==> src/rtl/execute_stage.sv <==
// rtl/execute_stage.sv - RV32I execute stage: forwarding, ALU, branch resolve, load-use detect, EX/MEM register.
module execute_stage #(
  parameter int XLEN = 32
) (
  input  logic            clk,
  input  logic            rst,
  input  logic            ALUSrcE,
  input  logic            RegWriteE,
  input  logic            MemReadE,
  input  logic            MemWriteE,
  input  logic            MemToRegE,
  input  logic            BranchE,
  input  logic            BNEE,
  input  logic            JMPE,
  input  logic [1:0]      ALUOpE,
  input  logic [XLEN-1:0] ReadData1_E,
  input  logic [XLEN-1:0] ReadData2_E,
  input  logic [XLEN-1:0] ImmOut_E,
  input  logic [XLEN-1:0] PCE,
  input  logic [6:0]      func7E,
  input  logic [2:0]      func3E,
  input  logic [4:0]      Rs1E,
  input  logic [4:0]      Rs2E,
  input  logic [4:0]      RdE,
  input  logic [4:0]      Rs1D,
  input  logic [4:0]      Rs2D,
  input  logic            RegWriteW,
  input  logic [4:0]      RDW,
  input  logic [XLEN-1:0] ResultW,
  output logic            PCSrcE,
  output logic [XLEN-1:0] PCTargetE,
  output logic            StallD,
  output logic            RegWriteM,
  output logic            MemReadM,
  output logic            MemWriteM,
  output logic            MemToRegM,
  output logic [XLEN-1:0] ALUResultM,
  output logic [XLEN-1:0] WriteDataM,
  output logic [4:0]      RdM
);

  logic            reg_write_d, reg_write_q;
  logic            mem_read_d, mem_read_q;
  logic            mem_write_d, mem_write_q;
  logic            mem_to_reg_d, mem_to_reg_q;
  logic [XLEN-1:0] alu_result_d, alu_result_q;
  logic [XLEN-1:0] write_data_d, write_data_q;
  logic [4:0]      rd_d, rd_q;

  logic [XLEN-1:0] fwd_a, fwd_b, src_a, src_b, alu_out, link;
  logic signed [XLEN-1:0] sra_out;
  logic [4:0]      shamt;
  logic            zero;

  // MEM beats WB; x0 is never a forwarding target.
  always_comb begin
    fwd_a = ReadData1_E;
    if (reg_write_q && (rd_q != 5'd0) && (rd_q == Rs1E)) begin
      fwd_a = alu_result_q;
    end else if (RegWriteW && (RDW != 5'd0) && (RDW == Rs1E)) begin
      fwd_a = ResultW;
    end
    fwd_b = ReadData2_E;
    if (reg_write_q && (rd_q != 5'd0) && (rd_q == Rs2E)) begin
      fwd_b = alu_result_q;
    end else if (RegWriteW && (RDW != 5'd0) && (RDW == Rs2E)) begin
      fwd_b = ResultW;
    end
  end

  assign src_a   = fwd_a;
  assign src_b   = (ALUSrcE || MemWriteE) ? ImmOut_E : fwd_b;
  assign shamt   = src_b[4:0];
  assign sra_out = $signed(src_a) >>> shamt;

  always_comb begin
    alu_out = src_a + src_b;
    case (ALUOpE)
      2'b01: alu_out = src_a - src_b;
      2'b10: begin
        case (func3E)
          3'b000: alu_out = func7E[5] ? (src_a - src_b) : (src_a + src_b);
          3'b001: alu_out = src_a << shamt;
          3'b010: alu_out = {{(XLEN-1){1'b0}}, ($signed(src_a) < $signed(src_b))};
          3'b011: alu_out = {{(XLEN-1){1'b0}}, (src_a < src_b)};
          3'b100: alu_out = src_a ^ src_b;
          3'b101: alu_out = func7E[5] ? sra_out : (src_a >> shamt);
          3'b110: alu_out = src_a | src_b;
          default: alu_out = src_a & src_b;
        endcase
      end
      default: alu_out = src_a + src_b;
    endcase
  end

  // Branch compare always uses register operands, never the immediate.
  assign zero      = (fwd_a == fwd_b);
  assign PCSrcE    = (BranchE && zero) || (BNEE && !zero) || JMPE;
  assign PCTargetE = PCE + ImmOut_E;
  assign link      = PCE + XLEN'(4);
  assign StallD    = MemReadE && (RdE != 5'd0) && ((RdE == Rs1D) || (RdE == Rs2D));

  always_comb begin
    reg_write_d  = RegWriteE;
    mem_read_d   = MemReadE;
    mem_write_d  = MemWriteE;
    mem_to_reg_d = MemToRegE;
    alu_result_d = JMPE ? link : alu_out;
    write_data_d = fwd_b;
    rd_d         = RdE;
  end

  always_ff @(posedge clk) begin
    if (rst) begin
      reg_write_q  <= 1'b0;
      mem_read_q   <= 1'b0;
      mem_write_q  <= 1'b0;
      mem_to_reg_q <= 1'b0;
      alu_result_q <= '0;
      write_data_q <= '0;
      rd_q         <= 5'd0;
    end else begin
      reg_write_q  <= reg_write_d;
      mem_read_q   <= mem_read_d;
      mem_write_q  <= mem_write_d;
      mem_to_reg_q <= mem_to_reg_d;
      alu_result_q <= alu_result_d;
      write_data_q <= write_data_d;
      rd_q         <= rd_d;
    end
  end

  assign RegWriteM  = reg_write_q;
  assign MemReadM   = mem_read_q;
  assign MemWriteM  = mem_write_q;
  assign MemToRegM  = mem_to_reg_q;
  assign ALUResultM = alu_result_q;
  assign WriteDataM = write_data_q;
  assign RdM        = rd_q;

endmodule

==> config.mk <==
export PLATFORM = sky130hd
export DESIGN_NAME = execute_stage
export DESIGN_NICKNAME = d
export VERILOG_FILES = /design/src/rtl/execute_stage.sv
export SDC_FILE = /design/constraint.sdc
export NUM_CORES = 1
export LEC_CHECK = 0
export CORE_MARGIN = 2
export CORE_UTILIZATION = 30
export CTS_CLUSTER_DIAMETER = 120
export DETAILED_ROUTE_END_ITERATION = 10
export DONT_BUFFER_PORTS = 1
export PLACE_DENSITY = 0.54
export SYNTH_ARGS = -nofsm -noshare
export SYNTH_HDL_FRONTEND = slang
export SYNTH_SLANG_ARGS = --single-unit
==> constraint.sdc <==
create_clock -name clk -period 8.3 [get_ports clk]
set_clock_uncertainty 0.15 [all_clocks]
set_input_delay 1.66 -clock clk [delete_from_list [all_inputs] [get_ports clk]]
set_output_delay 1.66 -clock clk [all_outputs]
set_load 0.01 [all_outputs]
# After elaboration in Yosys (flattened, before gate mapping)

Index checks and enable logic that the tools add are counted.

Bits in registers: 73
Input bits: 213
Output and inout port bits: 107
Word-level logic and storage cells: 63

$add $sub $neg: 4
Magnitude comparators: 2
Equal/unequal tests: 15
Shifts and indexed selects: 3
Mux-type cells: 10
Bitwise gates (word level): 3
Reductions and logical operators: 19

Operators with widths:

| operator              | count |
|---|---|
| $mux 32               | 8 |
| $pmux 32 s7           | 1 |
| $add 32x32->32        | 2 |
| $lt 32x32->1          | 2 |
| $pmux 32 s2           | 1 |
| $add 32x3->32 const B | 1 |
| $and 32x32->32        | 1 |
| $eq 32x32->1          | 1 |
| $or 32x32->32         | 1 |
| $shl 32x5->32         | 1 |
| $shr 32x5->32         | 1 |
| $sshr 32x5->32        | 1 |
| $sub 32x32->32        | 1 |
| $xor 32x32->32        | 1 |
| $eq 5x5->1            | 6 |
| $reduce_bool 5->1     | 3 |
| $logic_and 1x1->1     | 10 |
| $eq 3x3->1 const B    | 3 |
| $eq 3x2->1 const B    | 2 |
| $logic_or 1x1->1      | 4 |
| $eq 3x1->1 const B    | 1 |
| $logic_not 3->1       | 1 |
| $eq 2x1->1 const B    | 1 |
| $eq 2x2->1 const B    | 1 |
| $logic_not 1->1       | 1 |

# Depth between registers and ports, before layout

Gate-level depths: netlist of run 1.

Depth in word-level cells: 11
Gate-level depth with buffers: 28

# Least setup slack after synthesis of run 1

Ideal clock, no wire load.

Kind: input to register
Start point: in RDW[1]
End point: reg alu_result_q[28] (netlist: ALUResultM[28])
Library setup time: 132 ps
Data arrival time: 6754 ps
Required time: 8018 ps
Slack: 1264 ps
Stages: 23
Buffers on the path: 4
Cells stage by stage: or4_4 o211ai_1 o21ai_1 a311oi_1 nor2_2 buf_2 buf_2 buf_1 ha_1 clkbuf_1 inv_1 or4_1 a311oi_1 a21oi_1 a211o_1 a21oi_1 o21ai_1 o41ai_1 xor2_1 o221a_2 nand2_1 a21oi_1 nor3_1

Word-level cells in the longest chain between the ends: 11

RTL lines:

| what                                         | line   | source |
|---|---|---|
| from (decl)                                  | 28     | `input logic [4:0] RDW,` |
| $reduce_bool 5->1                            | 60, 66 |  |
| $logic_and 1x1->1                            | 60, 66 |  |
| $logic_and 1x1->1                            | 66     | `end else if (RegWriteW && (RDW != 5'd0) && (RDW == Rs2E)) begin` |
| $mux 32                                      | 66     |  |
| $mux 32                                      | 64     | `if (reg_write_q && (rd_q != 5'd0) && (rd_q == Rs2E)) begin` |
| $mux 32                                      | 72     | `assign src_b = (ALUSrcE \|\| MemWriteE) ? ImmOut_E : fwd_b;` |
| $add 32x32->32, or another cell as far along | 82, 92 |  |
| $mux 32 (on tied branches)                   | 82, 87 |  |
| $pmux 32 s7                                  | 81     | `case (func3E)` |
| $pmux 32 s2 *                                | 78     | `case (ALUOpE)` |
| $mux 32 *                                    | 108    | `alu_result_d = JMPE ? link : alu_out;` |
| to (signal assigned)                         | 127    | `alu_result_q <= alu_result_d;` |
| to (decl)                                    | 46     | `logic [XLEN-1:0] alu_result_d, alu_result_q;` |

Mark *: on every way between the ends. The rest lies on a longest branch, timed or not.
A chain may end at the register's enable or synchronous reset.

# Worst setup path after layout of run 1

Start point: in ImmOut_E[1]
End point: out PCTargetE[31]

Word-level cells in the longest chain between the ends: 1

RTL lines:

| what           | line | source |
|---|---|---|
| from (decl)    | 18   | `input logic [XLEN-1:0] ImmOut_E,` |
| $add 32x32->32 | 99   | `assign PCTargetE = PCE + ImmOut_E;` |
| to (decl)      | 31   | `output logic [XLEN-1:0] PCTargetE,` |

No other way between the ends.

==> results of run 1 <==
[area by class of cell]
cell class	instances	area (sq um)	area share, %
multi-input cells	2113	13900	78.9
flip-flops and latches	73	1460	8.28
clock inverters	5	62.6	0.354
inverters	117	444	2.52
repair buffers	86	646	3.66
clock buffers	11	243	1.38
diodes	1	2.50	0.0142
well taps	696	871	4.93
[flip-flops by register name (all words and copies together), names as in the netlist]
| register | count |
|---|---|
| ALUResultM | 32 |
| MemToRegM | 1 |
| RdM | 5 |
| WriteDataM | 32 |
| MemWriteM | 1 |
| MemReadM | 1 |
| RegWriteM | 1 |
[cells in the mapped netlist, types with 12 or more instances]
master,count,area [sq um]
ha_1,131,1640
o21ai_0,191,956
mux2_2,16,180
a211oi_1,38,285
o221ai_1,19,166
dfxtp_1,73,1460
nand2_1,322,1210
o21bai_1,25,188
nand4_1,14,87.6
xor2_1,63,552
or3_1,17,106
nand3_1,59,295
a21oi_1,235,1180
nand2b_1,12,75.1
a221oi_1,17,149
buf_1,17,63.8
nor4_1,17,106
nor2_1,202,758
o21ai_1,26,130
a31oi_1,37,231
nor2b_1,46,288
inv_1,110,413
a21o_1,49,368
nor3_1,65,325
xnor2_1,115,1010
o211ai_1,27,203
clkbuf_1,104,390
buf_2,32,160
o31ai_1,12,90.1
and3_1,29,181
and2_1,18,113
mux2i_1,117,1170
[power breakdown]
group	switching (W)	leakage [nW]	total [W]	internal, W
clock network	0.000194	0.142	0.000438	0.000243
logic	0.000953	6.33	0.00144	0.000491
registers	0.0000486	0.608	0.000429	0.000381
total	0.00120	7.08	0.00231	0.00112
[cell usage in the layout, fill, tap and decap left out, drive strengths merged, types with 17 or more instances in the layout]
cell type,instances
a211oi,39
a21o,49
a21oi,236
a221oi,17
a31oi,41
and2,18
and3,31
buf,86
dfxtp,73
ha,131
inv,116
mux2,17
mux2i,119
nand2,324
nand3,59
nor2,205
nor2b,46
nor3,66
nor4,18
o211ai,31
o21ai,217
o21bai,25
o221ai,19
or3,17
xnor2,115
xor2,63
[worst max path at each step]
| stage | endpoint | slack (ns) | depth (start not counted) |
|---|---|---|---|
| after floorplan | ALUResultM[28] | 1.26 | 23 |
| after global placement | PCTargetE[31] | 0.68 | 15 |
| after detailed placement | PCTargetE[31] | 0.67 | 15 |
| after CTS | PCTargetE[31] | 0.65 | 15 |
| after global routing | PCTargetE[31] | 0.36 | 15 |
| final | PCTargetE[31] | 0.57 | 15 |
[stage by stage]
step	cells	hold WS, ns	utilization, %	total power [W]
floorplan	2466	0.373	-	0.00140
global placement	3085	0.457	32.1	0.00182
detailed placement	3085	0.460	32.1	0.00183
CTS	3101	0.470	32.7	0.00227
global route	3101	0.506	32.7	0.00243
finish	3102	0.473	32.7	0.00231
[logic make-up (layout without fill, tap and decap cells)]
kind of cell,Yosys count,count (layout),share of synthesized area [%]
AND/OR/NAND/NOR,835,835,23.2
AO/OA/AOI/OAI,831,831,32.8
buffers and inverters,280,219,7.00
XOR/XNOR,178,178,9.46
multiplexers,137,137,8.57
adder cells (fa/ha/maj),132,132,10.1
flip-flops,73,73,8.87
other,0,1,0
[critical path: stages]
cell and delay [ns]:
ha_1 0.27, a21oi_1 0.42, nor2b_1 0.12, a31o_2 0.29, a21o_1 0.18, a21o_1 0.20
a31o_2 0.27, o31a_1 0.30, a41o_1 0.34, a41oi_1 0.45, a2111oi_0 0.28, o31ai_1 0.52
o21ai_0 0.17, a21oi_1 0.22, xnor2_1 0.23
[per-layer routing]
metal / vias up / part of all wire [%] / track usage [%]
li1: 8789 / - / -
met1: 9461 / 41 / 38.7
met2: 1141 / 45 / 49.1
met3: 197 / 9.0 / 5.74
met4: 2 / 4.4 / 12.1
met5: - / 0.025 / 0
==> results.sh, run 1 <==
export IMPL_yosys_most_used_dff="dfxtp_1"
export IMPL_drtIter0Drc=2385
export IMPL_postCtsSetupRepairBufs=0
export IMPL_floorplan_core_area_sq_um=54000
export IMPL_filler_cell_count=5992
export IMPL_design_area_sq_um=17700
export IMPL_ys_seq_elements=73
export IMPL_die_width_um=238
export IMPL_peak_supply_drop_mv=0.0958
export IMPL_io_pin_count=320
export IMPL_endpoint_of_the_worst_hold_path="WriteDataM[0]"
export IMPL_grt_setup_unrepaired="false"
export IMPL_dp_final_hpwl_mm=68.8
export IMPL_worst_hold_startpoint="ALUResultM[0]"
export IMPL_cp_arrival_ns=5.92
export IMPL_post_synth_inst_count=2466
export IMPL_avgRoutedWirePerCell_um=28.6
export IMPL_synth_warnings=0
export IMPL_io_buffer_count=0
export IMPL_data_required_time_of_the_critical_path_ns=6.49
export IMPL_chip_height_um=238
export IMPL_seq_area_frac_synth_pct=8.87
export IMPL_setup_worst_path_start="ImmOut_E[1]"
export IMPL_worstRegToRegCells=18
export IMPL_biggest_fanout_along_the_worst_timing_path=4
export IMPL_avgSynthCellArea_sq_um=6.68
export IMPL_mappedNetlistNets=2811
export IMPL_finalWorstPathRequiredPeriod_ns=7.73
export IMPL_worstReg2RegEnd="ALUResultM[0]"
export IMPL_finalSetupViolations=0
export IMPL_antenna_found_initial=2
export IMPL_remaining_drc_errors=0
export IMPL_first_global_vias=18513
export IMPL_powerDensity_nw_per_um2=131
export IMPL_crit_path_start_kind="input pin"
export IMPL_syn_cell_area_sq_um=16500
export IMPL_critPathKind="in2out"
export IMPL_drv_max_cap_violation_count=0
export IMPL_post_route_cells_drive_above_1_share_pct=7.32
export IMPL_tritoncts="yes"
export IMPL_dp_worst_setup_slack_ns=0.666
export IMPL_worst_skew_pair_late_latency_ns=0.38
export IMPL_edff_count_synth=0
export IMPL_die_area_sq_um=56800
export IMPL_min_path_type="reg2reg"
export IMPL_route_vias_total=19590
export IMPL_clockRootBuffer="clkbuf_16"
export IMPL_ff2ff_setup_slack_ns=1.68
export IMPL_global_route_wire_length_before_repair_mm=127
export IMPL_route_detailed_vias_per_inst=6.32
export IMPL_worstMarginPinSlew_ns=1.25
export IMPL_post_detailed_placement_cell_area_sq_um=17300
export IMPL_max_freq_ghz=0.129
export IMPL_finalNetCount=2745
export IMPL_route_antenna_remaining_nets=0
export IMPL_cts_buffers_inserted=9
export IMPL_largest_net_degree_at_the_start_of_global_routing=73
export IMPL_fin_crit_sh_pct=93.1
export IMPL_gp_routability_congestion=1.01
export IMPL_global_route_overflow_total=0
export IMPL_fin_worst_setup_slack_ns=0.570
export IMPL_critical_path_reg2reg_startpoint="RdM[1]"
export IMPL_drt_pre_antenna_iters=6
export IMPL_timing_max_transition_violations_final=0
export IMPL_cts_htree_levels=3
export IMPL_end_kind="primary output"
export IMPL_post_cts_resize_count=0
export IMPL_synth_async_reset_ratio_pct=0
export IMPL_rows=85
export IMPL_setup_tns_ns=0
export IMPL_cts_hold_buf=0
export IMPL_min_path_cells=2
export IMPL_clk_transition_reported_paths_ns=0.07
export IMPL_status="finished, final reports clean"
export IMPL_area_growth_from_synthesis_to_layout_pct=7.13
export IMPL_drt_wl_total_mm=88.6
export IMPL_starting_density_of_the_core_pct=30.5
export IMPL_max_clock_path_buffers=2
export IMPL_final_hold_viol_count=0
export IMPL_total_global_routing_track_utilization_pct=30.0
export IMPL_static_leakage_power_nw=7.08
export IMPL_netlist_cell_type_count=102
export IMPL_slew_limit_headroom_pct=16.2
export IMPL_numClockSinks=73
Power figures use the tool's default switching activity.
==> run 2, diff against run 1 <==
GPL_ROUTABILITY_DRIVEN = 0   (was unset)
==> run 2 against run 1 <==
Register-to-register slack got worse by 0.22 ns. Count of clock-buffer cells in the layout stayed put. Critical path depth is the same. Core utilization decreased by 0.30 points. Clock power about the same. Sequential share of layout area rose by 0.077 points. Combinational power is 3% lower. Die area unchanged. Non-clock buffer count down 20. Cell count down 0.68%. Via count rose by 0.77%. Largest power group unchanged.
==> results.sh, run 2 (synthesis gave the netlist of run 1 again) <==
export IMPL_status="finished, final reports clean"
export IMPL_chip_height_um=238
export IMPL_remaining_drc_errors=0
export IMPL_fin_crit_sh_pct=92.8
export IMPL_biggest_fanout_along_the_worst_timing_path=4
export IMPL_p_comb_share_pct=61.8
export IMPL_place_detailed_instances=3065
export IMPL_clk_transition_reported_paths_ns=0.07
export IMPL_clockRootBuffer="clkbuf_16"
export IMPL_post_cts_resize_count=0
export IMPL_worst_skew_pair_late_latency_ns=0.37
export IMPL_power_share_switching_pct=51.3
export IMPL_tritoncts="yes"
export IMPL_rows=85
export IMPL_antenna_cells=0
export IMPL_end_kind="primary output"
export IMPL_final_hold_viol_count=0
export IMPL_io_buffer_count=0
export IMPL_cts_buffers_inserted=9
export IMPL_route_vias_total=19741
export IMPL_powerDensity_nw_per_um2=130
export IMPL_grt_setup_unrepaired="false"
export IMPL_max_clock_path_buffers=2
export IMPL_static_leakage_power_nw=6.98
export IMPL_layout_cells_most_common="nand2_1"
export IMPL_clock_power_share_pct=19.3
export IMPL_seq_power_share_pct=18.9
export IMPL_die_width_um=238
export IMPL_worstMarginPinSlew_ns=1.44
export IMPL_dp_final_hpwl_mm=62.3
export IMPL_worst_path_largest_cell_delay_ns=0.53
export IMPL_numClockSinks=73
export IMPL_route_detailed_vias_per_inst=6.41
export IMPL_max_freq_ghz=0.130
export IMPL_postCtsSetupRepairBufs=0
export IMPL_setup_tns_ns=0
export IMPL_finalSetupViolations=0
export IMPL_finalWorstPathRequiredPeriod_ns=7.70
export IMPL_io_pin_count=320
export IMPL_die_area_sq_um=56800
export IMPL_crit_path_start_kind="input pin"
export IMPL_crit_chain="ha_1 -> a21oi_1 -> nor2b_1 -> a31o_2 -> a21o_1 -> a21o_1 -> a31o_2 -> o31a_1 -> a41o_1 -> a41oi_1 -> a2111oi_0 -> o31ai_1 -> o21ai_0 -> a21oi_1 -> xnor2_1"
export IMPL_switching_power_w=0.00116
export IMPL_cp_arrival_ns=5.89
export IMPL_avgRoutedWirePerCell_um=26.3
export IMPL_total_global_routing_track_utilization_pct=27.4
export IMPL_finalNetCount=2725
export IMPL_data_required_time_of_the_critical_path_ns=6.49
export IMPL_cell_internal_pwr_w=0.00110
export IMPL_drt_wl_total_mm=81.0
export IMPL_drt_pre_antenna_iters=6
export IMPL_most_common_layout_cells="nand2_1, a21oi_1, nor2_1"
export IMPL_min_path_type="reg2reg"
export IMPL_critPathKind="in2out"
export IMPL_layout_cells_non_filler=3081
export IMPL_dp_worst_setup_slack_ns=0.657
export IMPL_global_route_overflow_total=0
export IMPL_area_growth_from_synthesis_to_layout_pct=6.14
export IMPL_drv_max_cap_violation_count=0
export IMPL_timing_max_transition_violations_final=0
export IMPL_drtIter0Drc=2965
export IMPL_largest_net_degree_at_the_start_of_global_routing=73
export IMPL_first_global_vias=18543
export IMPL_slew_limit_headroom_pct=3.62
export IMPL_cts_hold_buf=0
export IMPL_critPathSlowestCell="o31ai_1"
export IMPL_peak_supply_drop_mv=0.113
export IMPL_post_route_cells_drive_above_1_share_pct=6.46
export IMPL_global_route_wire_length_before_repair_mm=120
export IMPL_fin_worst_setup_slack_ns=0.601
export IMPL_cts_htree_levels=3
export IMPL_starting_density_of_the_core_pct=30.5
export IMPL_route_antenna_remaining_nets=0
export IMPL_floorplan_core_area_sq_um=54000
export IMPL_antenna_found_initial=1
==> run 2: cell types whose count changed in the layout (fill, tap and decap cells not counted) <==
| cell | previous run | this run |
|---|---|---|
| a2111oi_0 | 7 | 8 |
| a2111oi_1 | 1 | 0 |
| buf_4 | 86 | 66 |
| clkinv_4 | 1 | 2 |
| clkinvlp_4 | 2 | 1 |
| diode_2 | 1 | 0 |
| nand3_1 | 58 | 59 |
| nand3_2 | 1 | 0 |
| o31ai_1 | 11 | 12 |
| o31ai_2 | 2 | 1 |
==> run 2: path summary, 6_finish.rpt <==
check,startpoint,to,slack (ns),cells past startpoint
setup / recovery,ImmOut_E[1],PCTargetE[31],0.60,15
hold / removal,ALUResultM[0],WriteDataM[0],0.45,2
setup reg to reg,RdM[1],ALUResultM[0],1.46,19
hold reg to reg,ALUResultM[0],WriteDataM[0],0.45,2
==> run 2: layout make-up <==
type	instances	area (sq um)
Clock inverter	5	63.8
Clock buffer	11	243
Timing Repair Buffer	66	495
Sequential cell	73	1460
Inverter	117	444
Multi-Input combinational cell	2113	13900
Tap cell	696	871
Fill cell	5942	36500
==> run 2: through the flow <==
step / hold slack (ns) / total power [W] / cell area [sq um] / util [%]
after detailed placement: 0.432 / 0.00177 / 17200 / 31.8
final: 0.450 / 0.00227 / 17500 / 32.4
after global routing: 0.499 / 0.00238 / 17500 / 32.4
after global placement: 0.439 / 0.00176 / 17200 / 31.8
after CTS: 0.443 / 0.00222 / 17500 / 32.4
after floorplan: 0.373 / 0.00140 / 16500 / -
==> run 2: power groups by stage <==
stage	clock [W]	combinational, W	sequential [W]
floorplan	0	0.000983	0.000420
global placement	0	0.00133	0.000437
detailed placement	0	0.00134	0.000437
CTS	0.000443	0.00134	0.000429
global route	0.000453	0.00149	0.000431
finish	0.000437	0.00140	0.000428
==> run 2: critical path, delay by kind of cell <==
kind                       cells  cell delay, ns
AOI/OAI and AO/OA             12            3.60
and+or+nand+nor                1            0.13
adders and majority gates      1            0.26
xor gates and xnor gates       1            0.22
==> run 2: layer usage <==
layer / global-route usage, % / up-vias / wire length, um
li1: - / 8733 / -
met1: 35.9 / 9250 / 31900
met2: 41.7 / 1472 / 34400
met3: 7.33 / 284 / 10200
met4: 13.0 / 2 / 4560
met5: 0 / - / 14
==> run 3, diff against run 2 <==
SLEW_MARGIN = 15   (was unset)
==> run 3 against run 2 <==
Sequential cell count stayed put. Sequential share of layout area about the same. Routed wire length rose by 0.15%. Sequential power about the same. Total power hardly changed. Global-route usage unchanged. Register-to-register slack gained 0.08 ns. Setup slack got worse by 0.055 ns. Worst hold slack better by 0.0052 ns. Non-clock buffer count unchanged.
==> results.sh, run 3 (synthesis gave the netlist of run 1 again) <==
export IMPL_fin_crit_sh_pct=93.4
export IMPL_cp_arrival_ns=5.94
export IMPL_global_route_wire_length_before_repair_mm=120
export IMPL_drtIter0Drc=2968
export IMPL_grt_setup_unrepaired="false"
export IMPL_clockRootBuffer="clkbuf_16"
export IMPL_cts_hold_buf=0
export IMPL_route_detailed_vias_per_inst=6.41
export IMPL_timing_max_transition_violations_final=0
export IMPL_remaining_drc_errors=0
export IMPL_worstRegToRegCells=19
export IMPL_cts_buffers_inserted=9
export IMPL_drv_max_cap_violation_count=0
export IMPL_static_leakage_power_nw=6.98
export IMPL_starting_density_of_the_core_pct=30.5
export IMPL_max_clock_path_buffers=2
export IMPL_io_buffer_count=0
export IMPL_route_vias_total=19749
export IMPL_global_route_overflow_total=0
export IMPL_postCtsSetupRepairBufs=0
export IMPL_p_comb_share_pct=61.8
export IMPL_post_layout_total_power_w=0.00227
export IMPL_slew_limit_headroom_pct=21.5
export IMPL_avgRoutedWirePerCell_um=26.3
export IMPL_finalNetCount=2725
export IMPL_most_common_layout_cells="nand2_1, a21oi_1, nor2_1"
export IMPL_rows=85
export IMPL_drt_pre_antenna_iters=7
export IMPL_worstMarginPinSlew_ns=1.17
export IMPL_clk_transition_reported_paths_ns=0.07
export IMPL_layout_cells_most_common="nand2_1"
export IMPL_power_share_switching_pct=51.3
export IMPL_area_growth_from_synthesis_to_layout_pct=6.16
export IMPL_io_pin_count=320
export IMPL_max_freq_ghz=0.129
export IMPL_numClockSinks=73
export IMPL_peak_supply_drop_mv=0.113
export IMPL_cp_top_family="compound AO/OA/AOI/OAI gates"
export IMPL_post_route_cells_drive_above_1_share_pct=6.50
export IMPL_post_detailed_placement_cell_area_sq_um=17200
export IMPL_biggest_fanout_along_the_worst_timing_path=4
export IMPL_filler_cell_count=5942
export IMPL_die_area_sq_um=56800
export IMPL_finalWorstPathRequiredPeriod_ns=7.75
export IMPL_dp_final_hpwl_mm=62.3
export IMPL_tritoncts="yes"
export IMPL_cell_internal_pwr_w=0.00110
export IMPL_first_global_vias=18543
export IMPL_switching_power_w=0.00116
export IMPL_antenna_cells=0
export IMPL_status="finished, final reports clean"
export IMPL_min_path_type="reg2reg"
export IMPL_crit_chain="ha_1 -> a21oi_1 -> nor2b_1 -> a31o_2 -> a21o_1 -> a21o_1 -> a31o_2 -> o31a_1 -> a41o_1 -> a41oi_1 -> a2111oi_0 -> o31ai_1 -> o21ai_0 -> a21oi_1 -> xnor2_1"
export IMPL_powerDensity_nw_per_um2=130
export IMPL_route_antenna_remaining_nets=0
export IMPL_die_width_um=238
export IMPL_drt_wl_total_mm=81.1
export IMPL_crit_path_start_kind="input pin"
export IMPL_seq_power_share_pct=18.9
export IMPL_critPathKind="in2out"
export IMPL_cts_htree_levels=3
export IMPL_end_kind="primary output"
export IMPL_total_global_routing_track_utilization_pct=27.4
export IMPL_worst_skew_pair_late_latency_ns=0.37
export IMPL_hold_ws_ns=0.455
export IMPL_cp_buffers_inverters=0
export IMPL_setup_tns_ns=0
export IMPL_finalSetupViolations=0
export IMPL_ff2ff_setup_slack_ns=1.54
export IMPL_antenna_found_initial=1
export IMPL_critPathSlowestCell="o31ai_1"
export IMPL_min_path_cells=2
export IMPL_design_area_sq_um=17500
export IMPL_dp_worst_setup_slack_ns=0.657
export IMPL_final_hold_viol_count=0
export IMPL_fin_worst_setup_slack_ns=0.546
export IMPL_floorplan_core_area_sq_um=54000
export IMPL_clock_power_share_pct=19.3
export IMPL_chip_height_um=238
export IMPL_worst_path_stages=15
export IMPL_post_cts_resize_count=0
export IMPL_data_required_time_of_the_critical_path_ns=6.49
export IMPL_largest_net_degree_at_the_start_of_global_routing=73
export IMPL_worst_path_largest_cell_delay_ns=0.55
run 3: cell counts in the layout (fill, tap and decap cells not counted):
Identical to the previous run, type by type.
run 3: tightest hold or removal path: stages (launching register included):
cell,delay [ns]
dfxtp_1,0.38
nand2_1,0.10
a21oi_1,0.08
run 3: routing by layer:
metal | up-vias | part of all wire [%] | track usage [%]
li1 | 8730 | - | -
met1 | 9228 | 39 | 35.9
met2 | 1506 | 42 | 41.7
met3 | 283 | 13 | 7.33
met4 | 2 | 5.6 | 13.0
met5 | - | 0.017 | 0
run 3: final timing paths:
check,startpoint,to
max reg2reg,RdM[1],ALUResultM[0]
min reg2reg,ALUResultM[0],WriteDataM[0]
min,ALUResultM[0],WriteDataM[0]
max,ImmOut_E[1],PCTargetE[31]
run 3: final cells by class:
type	instances	area (sq um)	share of cell area, %
clock buffers	11	243	1.39
clock inverters	5	63.8	0.365
inverters	117	444	2.54
multi-input cells	2113	13900	79.5
flip-flops and latches	73	1460	8.36
well taps	696	871	4.98
repair buffers	66	495	2.83
run 3: power groups by stage:
stage                     logic (W)  clock network, W  registers, W
after global placement      0.00133                 0      0.000437
after global routing        0.00149          0.000453      0.000431
after floorplan            0.000983                 0      0.000420
after detailed placement    0.00134                 0      0.000437
after CTS                   0.00134          0.000443      0.000429
final                       0.00140          0.000438      0.000429
run 3: through the flow:
step	util, %	cells
6_report	32.4	3081
5_1_grt	32.4	3081
4_1_cts	32.4	3081
3_5_place_dp	31.8	3065
3_3_place_gp	31.8	3065
2_1_floorplan	-	2466
